## src/rtl/regfile_pkg.sv

```systemverilog
// rtl/regfile_pkg.sv - shared widths, index/word types and index qualifiers for the register file
package regfile_pkg;

  localparam int DATA_W = 16;
  localparam int NREGS  = 8;
  localparam int ADDR_W = $clog2(NREGS);

  typedef logic [ADDR_W-1:0] reg_idx_t;
  typedef logic [DATA_W-1:0] reg_word_t;

  function automatic logic idx_valid(reg_idx_t idx);
    return int'(idx) < NREGS;
  endfunction

  // A "live" register holds state: in range and not the hardwired zero register.
  function automatic logic reg_live(reg_idx_t idx, logic r0_zero);
    return idx_valid(idx) && !(r0_zero && (idx == '0));
  endfunction

endpackage

```

## src/rtl/reg_scoreboard.sv

```systemverilog
// rtl/reg_scoreboard.sv - per-register pending bits with two registered busy lookups
module reg_scoreboard
  import regfile_pkg::*;
#(
  parameter bit R0_ZERO = 1'b1
) (
  input  logic     clk,
  input  logic     reset,
  input  logic     en,
  input  logic     wr_en,
  input  reg_idx_t wr_addr,
  input  logic     pend_set,
  input  reg_idx_t pend_addr,
  input  reg_idx_t rd_addr_a,
  input  reg_idx_t rd_addr_b,
  output logic     busy_a,
  output logic     busy_b
);

  logic [NREGS-1:0] pending;
  logic [NREGS-1:0] pending_next;
  logic             wr_ok;
  logic             pend_ok;
  logic             busy_next_a;
  logic             busy_next_b;

  // Set is applied after clear so a new load issued alongside a writeback wins.
  always_comb begin
    wr_ok        = wr_en && reg_live(wr_addr, R0_ZERO);
    pend_ok      = pend_set && reg_live(pend_addr, R0_ZERO);
    pending_next = pending;
    if (wr_ok)   pending_next[wr_addr]   = 1'b0;
    if (pend_ok) pending_next[pend_addr] = 1'b1;
    busy_next_a  = reg_live(rd_addr_a, R0_ZERO) && pending_next[rd_addr_a];
    busy_next_b  = reg_live(rd_addr_b, R0_ZERO) && pending_next[rd_addr_b];
  end

  always_ff @(posedge clk) begin
    if (reset) begin
      pending <= '0;
      busy_a  <= 1'b0;
      busy_b  <= 1'b0;
    end else if (en) begin
      pending <= pending_next;
      busy_a  <= busy_next_a;
      busy_b  <= busy_next_b;
    end
  end

endmodule

```

## src/rtl/reg_file_rd.sv

```systemverilog
// rtl/reg_file_rd.sv - 1W/2R register file with write forwarding and load scoreboard
module reg_file_rd
  import regfile_pkg::*;
#(
  parameter bit R0_ZERO = 1'b1
) (
  input  logic      clk,
  input  logic      reset,
  input  logic      en,
  input  logic      wr_en,
  input  reg_idx_t  wr_addr,
  input  reg_word_t wr_data,
  input  logic      pend_set,
  input  reg_idx_t  pend_addr,
  input  reg_idx_t  rd_addr_a,
  input  reg_idx_t  rd_addr_b,
  output reg_word_t rd_data_a,
  output reg_word_t rd_data_b,
  output logic      rd_busy_a,
  output logic      rd_busy_b
);

  reg_word_t regs [NREGS];
  reg_word_t rd_next_a;
  reg_word_t rd_next_b;
  logic      wr_ok;

  // Forward the incoming writeback so readers see the new value, not the old one.
  always_comb begin
    wr_ok     = wr_en && reg_live(wr_addr, R0_ZERO);
    rd_next_a = '0;
    rd_next_b = '0;
    if (reg_live(rd_addr_a, R0_ZERO))
      rd_next_a = (wr_ok && (wr_addr == rd_addr_a)) ? wr_data : regs[rd_addr_a];
    if (reg_live(rd_addr_b, R0_ZERO))
      rd_next_b = (wr_ok && (wr_addr == rd_addr_b)) ? wr_data : regs[rd_addr_b];
  end

  always_ff @(posedge clk) begin
    if (reset) begin
      for (int i = 0; i < NREGS; i++) regs[i] <= '0;
      rd_data_a <= '0;
      rd_data_b <= '0;
    end else if (en) begin
      if (wr_ok) regs[wr_addr] <= wr_data;
      rd_data_a <= rd_next_a;
      rd_data_b <= rd_next_b;
    end
  end

  reg_scoreboard #(.R0_ZERO(R0_ZERO)) u_scoreboard (
    .clk       (clk),
    .reset     (reset),
    .en        (en),
    .wr_en     (wr_en),
    .wr_addr   (wr_addr),
    .pend_set  (pend_set),
    .pend_addr (pend_addr),
    .rd_addr_a (rd_addr_a),
    .rd_addr_b (rd_addr_b),
    .busy_a    (rd_busy_a),
    .busy_b    (rd_busy_b)
  );

endmodule

```

## config.mk

```make
export PLATFORM = sky130hd
export DESIGN_NAME = reg_file_rd
export DESIGN_NICKNAME = d
export VERILOG_FILES = /design/src/rtl/regfile_pkg.sv /design/src/rtl/reg_scoreboard.sv /design/src/rtl/reg_file_rd.sv
export SDC_FILE = /design/constraint.sdc
export NUM_CORES = 1
export LEC_CHECK = 0
export CAP_MARGIN = 20
export CORE_MARGIN = 1
export CORE_UTILIZATION = 53
export CTS_BUF_LIST = sky130_fd_sc_hd__clkbuf_16
export DETAILED_ROUTE_END_ITERATION = 10
export PLACE_DENSITY = 0.76
export SLEW_MARGIN = 10
export SYNTH_ARGS = -nofsm -noshare
export SYNTH_HDL_FRONTEND = slang
export SYNTH_SLANG_ARGS = --single-unit
```

## constraint.sdc

```tcl
create_clock -name clk -period 2.6 [get_ports clk]
set_input_delay 0.39 -clock clk [delete_from_list [all_inputs] [get_ports clk]]
set_output_delay 0.39 -clock clk [all_outputs]
set_load 0.1 [all_outputs]
```

After elaboration in Yosys (flattened, before gate mapping) --
Memory sizes are Yosys's and may differ from the RTL's. Cells that the tools add are included.
Word-level totals: register bits 42, bits in writable memories 128, input bits 33, output and inout bits 34, logic and storage cells 57, memories 1
Cells by class: order comparisons 6, equality and inequality tests 2, mux-type cells 23, bitwise gates (word level) 3, reductions and logical operators 17
Memory list:
- regs | depth 8, bits a word 16, read ports 2, clocked after memory_dff 0, write ports 8, RTL line reg_file_rd.sv:23 | reg_word_t regs [NREGS];
Operators with widths (count):
- 16-bit two-way mux | 5
- 3-bit by 4-bit < comparator with 1-bit output, second input constant | 4
- 8-bit two-way mux | 2
- 16-bit OR reduction | 1
- 3-bit logical NOT | 4
- 1-bit two-way mux | 11
- 8-bit AND | 1
- 1-bit logical AND | 8
- 8-bit NOT | 1
- 8-bit OR | 1
- 1-bit binary-select mux with 3-bit select | 2
- 1-bit demux with 3-bit select | 2
- 3-bit == test | 2
- 3-bit by 1-bit greater-or-equal comparator with 1-bit output, second input constant | 2
- 1-bit logical NOT | 4
- 3-bit two-way mux | 1

Longest topological paths before layout --
Gate-level depths: netlist (run 1).
depth in word-level cells 12, depth in mapped cells 8, gate-level depth less buffers 5

By module --
Synthesis (run 1) repeated with hierarchy kept, for this count alone.
Unflattened totals: cells, all modules 597, area total of the unflattened synthesis 8644.5 um2
Modules (own cells, without submodules):
- reg_file_rd | instances 1, cells an instance 508, area each 7983.9 um2, seq. area each 4484.3 um2
- reg_scoreboard | instances 1, cells an instance 89, area each 660.6 um2, seq. area each 180.2 um2

Worst setup path before layout (run 1) --
Ideal clock, no wire load.
path kind input to register, start input wr_addr[2], end memory regs[3][0] (netlist bit), enable pin, library setup time 414 ps, arrival time 2311 ps, data required time 2186 ps, slack -126 ps, stages on the path 4, buffers on the path 3, cells stage by stage clkbuf_1 > clkbuf_1 > buf_1 > o31ai_1
RTL lines:
- from (decl) | RTL line reg_file_rd.sv:11 | input reg_idx_t wr_addr,
- to (decl) | RTL line reg_file_rd.sv:23

Final worst setup path (run 1) --
start input wr_addr[0], end register rd_data_a[0]
Between the ends: cells in the longest elaborated chain, start to end 6, elaborated cells on any way between the ends 7, classes of those cells eq/ne: 1; mux: 2; reduce/logical: 4
RTL lines:
- 3-bit logical NOT | RTL line regfile_pkg.sv:17 | return idx_valid(idx) && !(r0_zero && (idx == '0));
- 1-bit logical NOT | RTL line regfile_pkg.sv:17
- 1-bit logical AND | RTL line reg_file_rd.sv:30 | wr_ok = wr_en && reg_live(wr_addr, R0_ZERO);
- 1-bit logical AND * | RTL line reg_file_rd.sv:34 | rd_next_a = (wr_ok && (wr_addr == rd_addr_a)) ? wr_data : regs[rd_addr_a];
- 16-bit two-way mux * | RTL line reg_file_rd.sv:34
- 16-bit two-way mux * | RTL line reg_file_rd.sv:33 | if (reg_live(rd_addr_a, R0_ZERO))
- to (signal assigned) | RTL line reg_file_rd.sv:46 | rd_data_a <= rd_next_a;
- to (decl) | RTL line reg_file_rd.sv:17 | output reg_word_t rd_data_a,
Mark *: on every way between the ends. The rest lies on a longest branch, timed or not. A chain may end at the register's enable or synchronous reset.

==> results.py, run 1 <==
metrics = {
    "place": {
        "place_hpwl_mm": 16.5,
        "globalplace.congestion": 0.861,
        "io_buffers": 66,
    },
    "sta": {
        "fmax_mhz": 492,
        "tightest_slew_ns": 0.580,
        "rsz0062_at_grt": "false",
        "finalHoldViolCount": 0,
        "tns_ns": 0,
        "period_share_pct": 78.1,
        "holdWs_ns": 0.469,
        "maxSlewHeadroom_pct": 61.3,
        "finalSetupViolations": 0,
        "finalMaxSlewViolations": 0,
        "fin_skew_ns": 0.00929,
        "period_needed_ns": 2.03,
    },
    "clock_tree": {
        "cts-htree-levels": 4,
        "max-clock-path-buffers": 2,
        "cts_resized": 0,
        "cts_tree": "yes",
        "post-cts-setup-buffers": 0,
        "cts_buffers": 17,
        "cts.sinks": 169,
        "path_clk_slew_ns": 0.06,
        "hold_buffers": 0,
        "clock-root-buffer": "clkbuf_16",
        "insertion_delay_ns": 0.43,
    },
    "route": {
        "ant_nets": 0,
        "vias": 6555,
        "wl_per_cell_um": 26.2,
        "vias_per_cell": 6.88,
        "drc": 0,
        "dr.pass1.iters": 6,
        "drtIter0Drc": 895,
        "routed_wl_mm": 25.0,
    },
    "yosys": {
        "synth_edf_count": 128,
        "ys_ff_latch": 169,
        "synth_area_per_cell_sq_um": 13.4,
        "synth_top_area_share_pct": 45.0,
        "syn_area_sq_um": 8550,
        "synth_cell_type_count": 48,
        "synth-seq-area-share_pct": 54.6,
        "ys.flop_type": "edfxtp_1",
        "syn-instance-count": 636,
        "synth.area.top_cells": "edfxtp_1 (45%), mux4_2 (17%), dfxtp_1 (9.6%)",
        "synth_top_area_cell": "edfxtp_1",
        "yosysWarnings": 0,
        "async_flop_share_pct": 0,
    },
    "layout": {
        "seq_area_sq_um": 4660,
        "final_common_cell": "edfxtp_1",
        "layout-drive-gt1-share_pct": 25.8,
        "final_cell_mix": "edfxtp_1 (128), buf_4 (80), nor3_1 (65), mux4_2 (64), nor4_1 (48)",
        "areaGrowthSynthToFinish_pct": 19.2,
        "nFillCells": 1121,
        "final_nets": 757,
        "multi_input_area_sq_um": 3600,
        "num_antenna_cells": 0,
        "post-route-util_pct": 64.4,
    },
    "power_and_ir_drop": {
        "peakVddDrop_mv": 0.513,
        "p_per_area_nw_per_um2": 657,
        "p_leak_uw": 0.00356,
    },
    "global_routing": {
        "grt_usage_pct": 31.9,
        "grt_max_degree": 52,
        "antenna_found_initial": 0,
        "grt-ovfl-total": 0,
        "grt_pass1_wl_mm": 38.0,
        "grt_pass1_vias": 6564,
    },
    "floorplan": {
        "die_h_um": 129,
        "rows": 46,
        "die_area_sq_um": 16600,
        "core-area_sq_um": 15800,
        "initial_core_util_pct": 54.0,
        "io_pins": 67,
        "die_w_um": 129,
    },
    "setup_path": {
        "critPathMaxFanout": 16,
        "required_ns": 2.91,
        "crit_type": "in -> reg",
        "cp.arrival_ns": 2.34,
        "r2r_setup_slack_ns": 0.92,
        "start_kind": "input pin",
        "cp-end-kind": "flop",
    },
    "min_path": {
        "min_path_type": "in -> reg",
    },
    "status": {
        "run_status": "finished, final reports clean",
    },
    "run": {
        "cap_violations": 0,
    },
}
==> report_power, final <==
group          total, uW  internal [uW]  switching [uW]
combinational       1250            435             811
clock               2250           1200            1050
sequential          3190           3080             109
==> synthesized netlist by cell type, drive strengths merged, types with 13 or more instances <==
cell,count
a221o,16
and2,16
buf,21
clkbuf,45
dfxtp,41
edfxtp,128
inv,19
mux2i,34
mux4,64
nand2,36
nor3,65
nor4,48
o21ai,13
o221ai,16
==> layout make-up <==
type / count / area share [%]
flip-flops and latches: 169 / 45.8
multi-input cells: 397 / 35.4
repair buffers: 120 / 10.5
clock buffers: 17 / 4.18
well taps: 216 / 2.65
clock inverters: 15 / 0.860
inverters: 19 / 0.700
==> cell families after synthesis <==
family / share of synthesized area (%)
AOI/OAI and AO/OA: 6.53
xor gates and xnor gates: 0.410
muxes: 20.8
buffers and inverters: 4.20
other: 0.0439
and+or+nand+nor: 13.4
DFF: 54.6
==> state kept, by name, summed over array words and instances (netlist names) <==
signal,count
regs,128
rd_data_b,16
u_scoreboard.pending,7
rd_data_a,16
u_scoreboard.busy_a,1
u_scoreboard.busy_b,1
==> final timing paths <==
kind | from | to | cells after the start
min reg2reg | rd_data_b[13]$_SDFFE_PP0P_ | rd_data_b[13]$_SDFFE_PP0P_ | 2
max | wr_addr[0] | rd_data_a[0]$_SDFFE_PP0P_ | 7
min | rd_addr_b[0] | u_scoreboard.busy_b$_SDFFE_PP0P_ | 3
max reg2reg | regs[3][9]$_SDFFCE_PN0P_ | rd_data_a[9]$_SDFFE_PP0P_ | 4
==> metal layers <==
metal / global-route usage (%) / wire (um)
met3: 6.44 / 2650
met4: 16.3 / 986
met5: 0 / 0
met2: 51.9 / 12100
met1: 40.9 / 9220
==> metrics by stage <==
step	setup slack [ns]	instance area [sq um]	power, uW	cells
4_1_cts	0.563	10200	6670	953
6_report	0.568	10200	6690	953
2_1_floorplan	-0.126	8610	4060	651
3_5_place_dp	0.119	9670	4470	921
5_1_grt	0.493	10200	6850	953
3_3_place_gp	0.184	9670	4430	921
==> critical path, stage by stage <==
cell and delay [ns]:
clkdlybuf4s50_1 0.48, or3b_1 0.39, a211o_1 0.38, a21oi_4 0.19
buf_12 0.16, nor3_1 0.08, a221o_1 0.27
(Power assumes the default switching activity.)
==> inputs of run 2 (changes only) <==
==> constraint.sdc (replaced) <==
create_clock -name clk -period 1.6 [get_ports clk]
set_input_delay 0.24 -clock clk [delete_from_list [all_inputs] [get_ports clk]]
set_output_delay 0.24 -clock clk [all_outputs]
set_load 0.1 [all_outputs]
==> results.py, run 2 (same netlist as run 1, synthesis figures left out) <==
metrics = {
    "status": {
        "run_status": "finished with violations",
        "violations": "setup timing",
    },
    "setup_path": {
        "r2r_setup_slack_ns": -0.008,
        "critPathMaxFanout": 8,
        "cp.arrival_ns": 1.93,
        "r2r_cells": 4,
        "crit_type": "in -> reg",
        "cp-end-kind": "flop",
        "required_ns": 1.92,
        "start_kind": "input pin",
    },
    "clock_tree": {
        "cts-htree-levels": 4,
        "cts.sinks": 169,
        "cts_tree": "yes",
        "clock-root-buffer": "clkbuf_16",
        "cts_buffers": 17,
        "max-clock-path-buffers": 2,
        "hold_buffers": 0,
        "path_clk_slew_ns": 0.07,
        "insertion_delay_ns": 0.44,
    },
    "global_routing": {
        "grt_pass1_wl_mm": 39.6,
        "antenna_found_initial": 0,
        "grt_max_degree": 35,
        "grt_usage_pct": 33.6,
        "grt_pass1_vias": 6912,
        "grt-ovfl-total": 0,
    },
    "layout": {
        "final_nets": 816,
        "top_regs": "regs: 128 flops, rd_data_a: 16 flops, rd_data_b: 16 flops",
        "num_antenna_cells": 0,
        "largest_register_ffs": 128,
        "areaGrowthSynthToFinish_pct": 35.9,
        "layout-drive-gt1-share_pct": 37.7,
        "regMostFlops": "regs",
        "fin_cells": 1012,
        "final_common_cell": "edfxtp_1",
        "nFillCells": 988,
        "final_cell_mix": "edfxtp_1 (128), buf_4 (89), mux4_2 (64), buf_12 (55), nor3_1 (51)",
    },
    "power_and_ir_drop": {
        "p_leak_uw": 0.00410,
        "peakVddDrop_mv": 0.852,
        "p_per_area_nw_per_um2": 1010,
    },
    "sta": {
        "period_needed_ns": 1.61,
        "finalSetupViolations": 1,
        "period_share_pct": 101,
        "finalMaxSlewViolations": 0,
        "holdWs_ns": 0.280,
        "tns_ns": -0.00840,
        "finalHoldViolCount": 0,
        "fin_skew_ns": 0.00926,
        "maxSlewHeadroom_pct": 65.0,
        "fin_ws_ns": -0.00840,
        "tightest_slew_ns": 0.525,
        "fmax_mhz": 622,
        "rsz0062_at_grt": "true",
    },
    "floorplan": {
        "die_w_um": 129,
        "die_area_sq_um": 16600,
        "die_h_um": 129,
        "initial_core_util_pct": 54.0,
        "rows": 46,
        "core-area_sq_um": 15800,
        "io_pins": 67,
    },
    "route": {
        "vias_per_cell": 6.70,
        "ant_nets": 0,
        "wl_per_cell_um": 26.1,
        "drc": 0,
        "dr.pass1.iters": 7,
        "drtIter0Drc": 745,
        "vias": 6781,
        "routed_wl_mm": 26.4,
    },
    "place": {
        "pre_cts_slack_ns": -0.734,
        "dp.cells": 973,
        "place_hpwl_mm": 17.5,
        "globalplace.congestion": 0.870,
        "io_buffers": 66,
    },
    "run": {
        "cap_violations": 0,
    },
    "min_path": {
        "hold_depth": 4,
        "min_path_type": "in -> reg",
    },
}
[run 2: power by group]
group | internal (uW) | switching [uW] | total, uW
combinational | 1070 | 1430 | 2500
sequential | 5000 | 213 | 5220
clock | 2300 | 1750 | 4050
[run 2: layer usage]
metal	vias to the layer above	global-route usage (%)	wire [um]
li1	2853	-	-
met1	3322	41.7	9630
met2	510	54.6	13100
met3	96	8.44	2620
met4	0	17.8	1090
met5	-	0	0
[run 2: stage by stage]
step	util (%)	instance area (sq um)	total power (uW)
detailed placement	68.2	10800	7680
finish	73.4	11600	11800
CTS	72.5	11500	11700
global placement	68.2	10800	7600
floorplan	-	8960	6690
global route	73.4	11600	12100
[run 2: cell type report]
cell class | count | area, sq um | area share, %
clock buffer | 17 | 425 | 3.66
tap | 216 | 270 | 2.33
multi-input combinational | 397 | 3910 | 33.6
timing repair buffer | 179 | 2130 | 18.3
inverter | 19 | 75.1 | 0.646
sequential | 169 | 4660 | 40.2
clock inverter | 15 | 148 | 1.27
[run 2: worst max-delay path, stage by stage]
cell and delay (ns):
buf_2 0.14, or3b_4 0.39, a211o_4 0.36, a21oi_4 0.25, buf_12 0.19, nor3_4 0.05, a221o_1 0.29
[run 2: timing repair]
item                       in CTS  in global routing
buffers inserted                3                  3
gates resized for setup        22                 27
setup endpoints to repair      46                 55
gates cloned                    1                  1
pin swaps                       7                  4
[run 2: final timing paths]
kind                                                            from                                   end
worst max-delay path                                      wr_addr[1]             rd_data_a[4]$_SDFFE_PP0P_
worst min-delay path                                    rd_addr_a[0]      u_scoreboard.busy_a$_SDFFE_PP0P_
worst min register to register  u_scoreboard.pending[5]$_SDFFE_PP0P_  u_scoreboard.pending[5]$_SDFFE_PP0P_
worst max register to register              regs[7][4]$_SDFFCE_PN0P_             rd_data_a[4]$_SDFFE_PP0P_
==> inputs of run 3 (changes only) <==
--- a/config.mk
+++ b/config.mk
@@ -11,6 +11,7 @@
 export CTS_BUF_LIST = sky130_fd_sc_hd__clkbuf_16
 export DETAILED_ROUTE_END_ITERATION = 10
 export PLACE_DENSITY = 0.76
+export SKIP_LAST_GASP = 1
 export SLEW_MARGIN = 10
 export SYNTH_ARGS = -nofsm -noshare
 export SYNTH_HDL_FRONTEND = slang
==> results.py, run 3 (same netlist as run 1, synthesis figures left out) <==
metrics = {
    "clock_tree": {
        "cts.sinks": 169,
        "insertion_delay_ns": 0.44,
        "cts_buffers": 17,
        "cts-htree-levels": 4,
        "max-clock-path-buffers": 2,
        "path_clk_slew_ns": 0.06,
        "clock-root-buffer": "clkbuf_16",
        "cts_tree": "yes",
    },
    "route": {
        "dr.pass1.iters": 5,
        "drtIter0Drc": 838,
        "vias_per_cell": 6.66,
        "drc": 0,
        "routed_wl_mm": 26.3,
        "wl_per_cell_um": 26.0,
        "vias": 6739,
        "ant_nets": 0,
    },
    "place": {
        "pre_cts_slack_ns": -0.734,
        "dp.cells": 973,
        "globalplace.congestion": 0.870,
        "place_hpwl_mm": 17.5,
        "io_buffers": 66,
    },
    "global_routing": {
        "grt_pass1_wl_mm": 39.6,
        "grt_max_degree": 35,
        "grt-ovfl-total": 0,
        "grt_pass1_vias": 6912,
        "grt_usage_pct": 33.6,
        "antenna_found_initial": 0,
    },
    "floorplan": {
        "rows": 46,
        "die_h_um": 129,
        "core-area_sq_um": 15800,
        "die_w_um": 129,
        "io_pins": 67,
        "initial_core_util_pct": 54.0,
        "die_area_sq_um": 16600,
    },
    "sta": {
        "finalSetupViolations": 1,
        "finalMaxSlewViolations": 0,
        "fin_ws_ns": -0.0203,
        "fin_skew_ns": 0.00999,
        "period_share_pct": 101,
        "maxSlewHeadroom_pct": 65.8,
        "finalHoldViolCount": 0,
        "fmax_mhz": 617,
        "period_needed_ns": 1.62,
        "holdWs_ns": 0.288,
        "tightest_slew_ns": 0.513,
        "rsz0062_at_grt": "true",
    },
    "layout": {
        "num_antenna_cells": 0,
        "layout-drive-gt1-share_pct": 37.4,
        "top_regs": "regs: 128 flops, rd_data_a: 16 flops, rd_data_b: 16 flops",
        "nFillCells": 993,
        "areaGrowthSynthToFinish_pct": 35.7,
        "seq_area_sq_um": 4660,
        "final_common_cell": "edfxtp_1",
        "final_cell_mix": "edfxtp_1 (128), buf_4 (89), mux4_2 (64), buf_12 (55), nor3_1 (52)",
        "largest_register_ffs": 128,
        "regMostFlops": "regs",
        "fin_cells": 1012,
        "final_nets": 816,
        "multi_input_area_sq_um": 3890,
    },
    "setup_path": {
        "cp-end-kind": "flop",
        "start_kind": "flop",
        "slowest_stage": "mux4_2",
        "cpPeakStageDelay_ns": 0.51,
        "crit_type": "reg -> reg",
        "crit_family": "multiplexers",
        "path_cells": "mux4_2 -> mux2i_2 -> nor3_4 -> a221o_1",
        "cp.arrival_ns": 1.94,
        "crit_buf_inv": 0,
        "required_ns": 1.92,
        "critPathMaxFanout": 2,
    },
    "status": {
        "run_status": "finished with violations",
        "violations": "setup timing",
    },
    "power_and_ir_drop": {
        "p_per_area_nw_per_um2": 1010,
        "p_leak_uw": 0.00410,
        "peakVddDrop_mv": 0.856,
    },
    "min_path": {
        "min_path_type": "in -> reg",
    },
    "run": {
        "cap_violations": 0,
    },
}
[run 3: cell types whose count changed in the layout (fill, tap and decap cells not counted)]
cell,previous run,this run
nor4_1,47,48
nor3_2,12,11
nor3_1,51,52
nor4_2,1,0
mux2i_4,2,1
mux2i_2,3,4
[run 3: layout make-up]
| type | count | share of cell area (%) |
|---|---|---|
| Sequential cell | 169 | 40.2 |
| Multi-Input combinational cell | 397 | 33.5 |
| Timing Repair Buffer | 179 | 18.3 |
| Clock buffer | 17 | 3.67 |
| Tap cell | 216 | 2.33 |
| Clock inverter | 15 | 1.27 |
| Inverter | 19 | 0.647 |
[run 3: worst paths after layout]
kind,from,endpoint,slack [ns],cells past startpoint
setup / recovery,regs[7][4]$_SDFFCE_PN0P_,rd_data_a[4]$_SDFFE_PP0P_,-0.02,4
hold / removal,rd_addr_a[0],u_scoreboard.busy_a$_SDFFE_PP0P_,0.29,4
setup reg to reg,regs[7][4]$_SDFFCE_PN0P_,rd_data_a[4]$_SDFFE_PP0P_,-0.02,4
hold reg to reg,u_scoreboard.pending[1]$_SDFFE_PP0P_,u_scoreboard.pending[1]$_SDFFE_PP0P_,0.50,2
[run 3: per-stage QoR]
| stage | instance area [sq um] | setup TNS, ns | total power (uW) | utilization, % |
|---|---|---|---|---|
| finish | 11600 | -0.0203 | 11800 | 73.3 |
| global route | 11600 | -0.0638 | 12100 | 73.3 |
| CTS | 11500 | -0.426 | 11700 | 72.5 |
| detailed placement | 10800 | -94.98 | 7680 | 68.2 |
| global placement | 10800 | -81.37 | 7600 | 68.2 |
| floorplan | 8960 | -4.95 | 6690 | - |
[run 3: per-layer routing]
metal  GRT usage, %  wire length (um)
met1           41.7              9390
met5              0                 0
met2           54.6             13000
met4           17.8              1200
met3           8.44              2720
[run 3: worst reg2reg max path, cell delays in order (launching register included)]
cell and delay, ns:
edfxtp_1 0.41, mux4_2 0.51, mux2i_2 0.23, nor3_4 0.05
a221o_1 0.29
[run 3: what timing repair did]
item / 4_1_cts / 5_1_grt
pin swaps: 7 / 4
resized for setup: 22 / 24
cloned: 1 / 1
hold endpoints to repair: 0 / 0
hold buffers: 0 / 0
setup endpoints to repair: 46 / 55
buffers inserted: 3 / 3
[run 3: power breakdown]
| group | total, uW | switching, uW | internal [uW] |
|---|---|---|---|
| clock network | 4050 | 1760 | 2300 |
| registers | 5220 | 213 | 5000 |
| logic | 2490 | 1430 | 1070 |
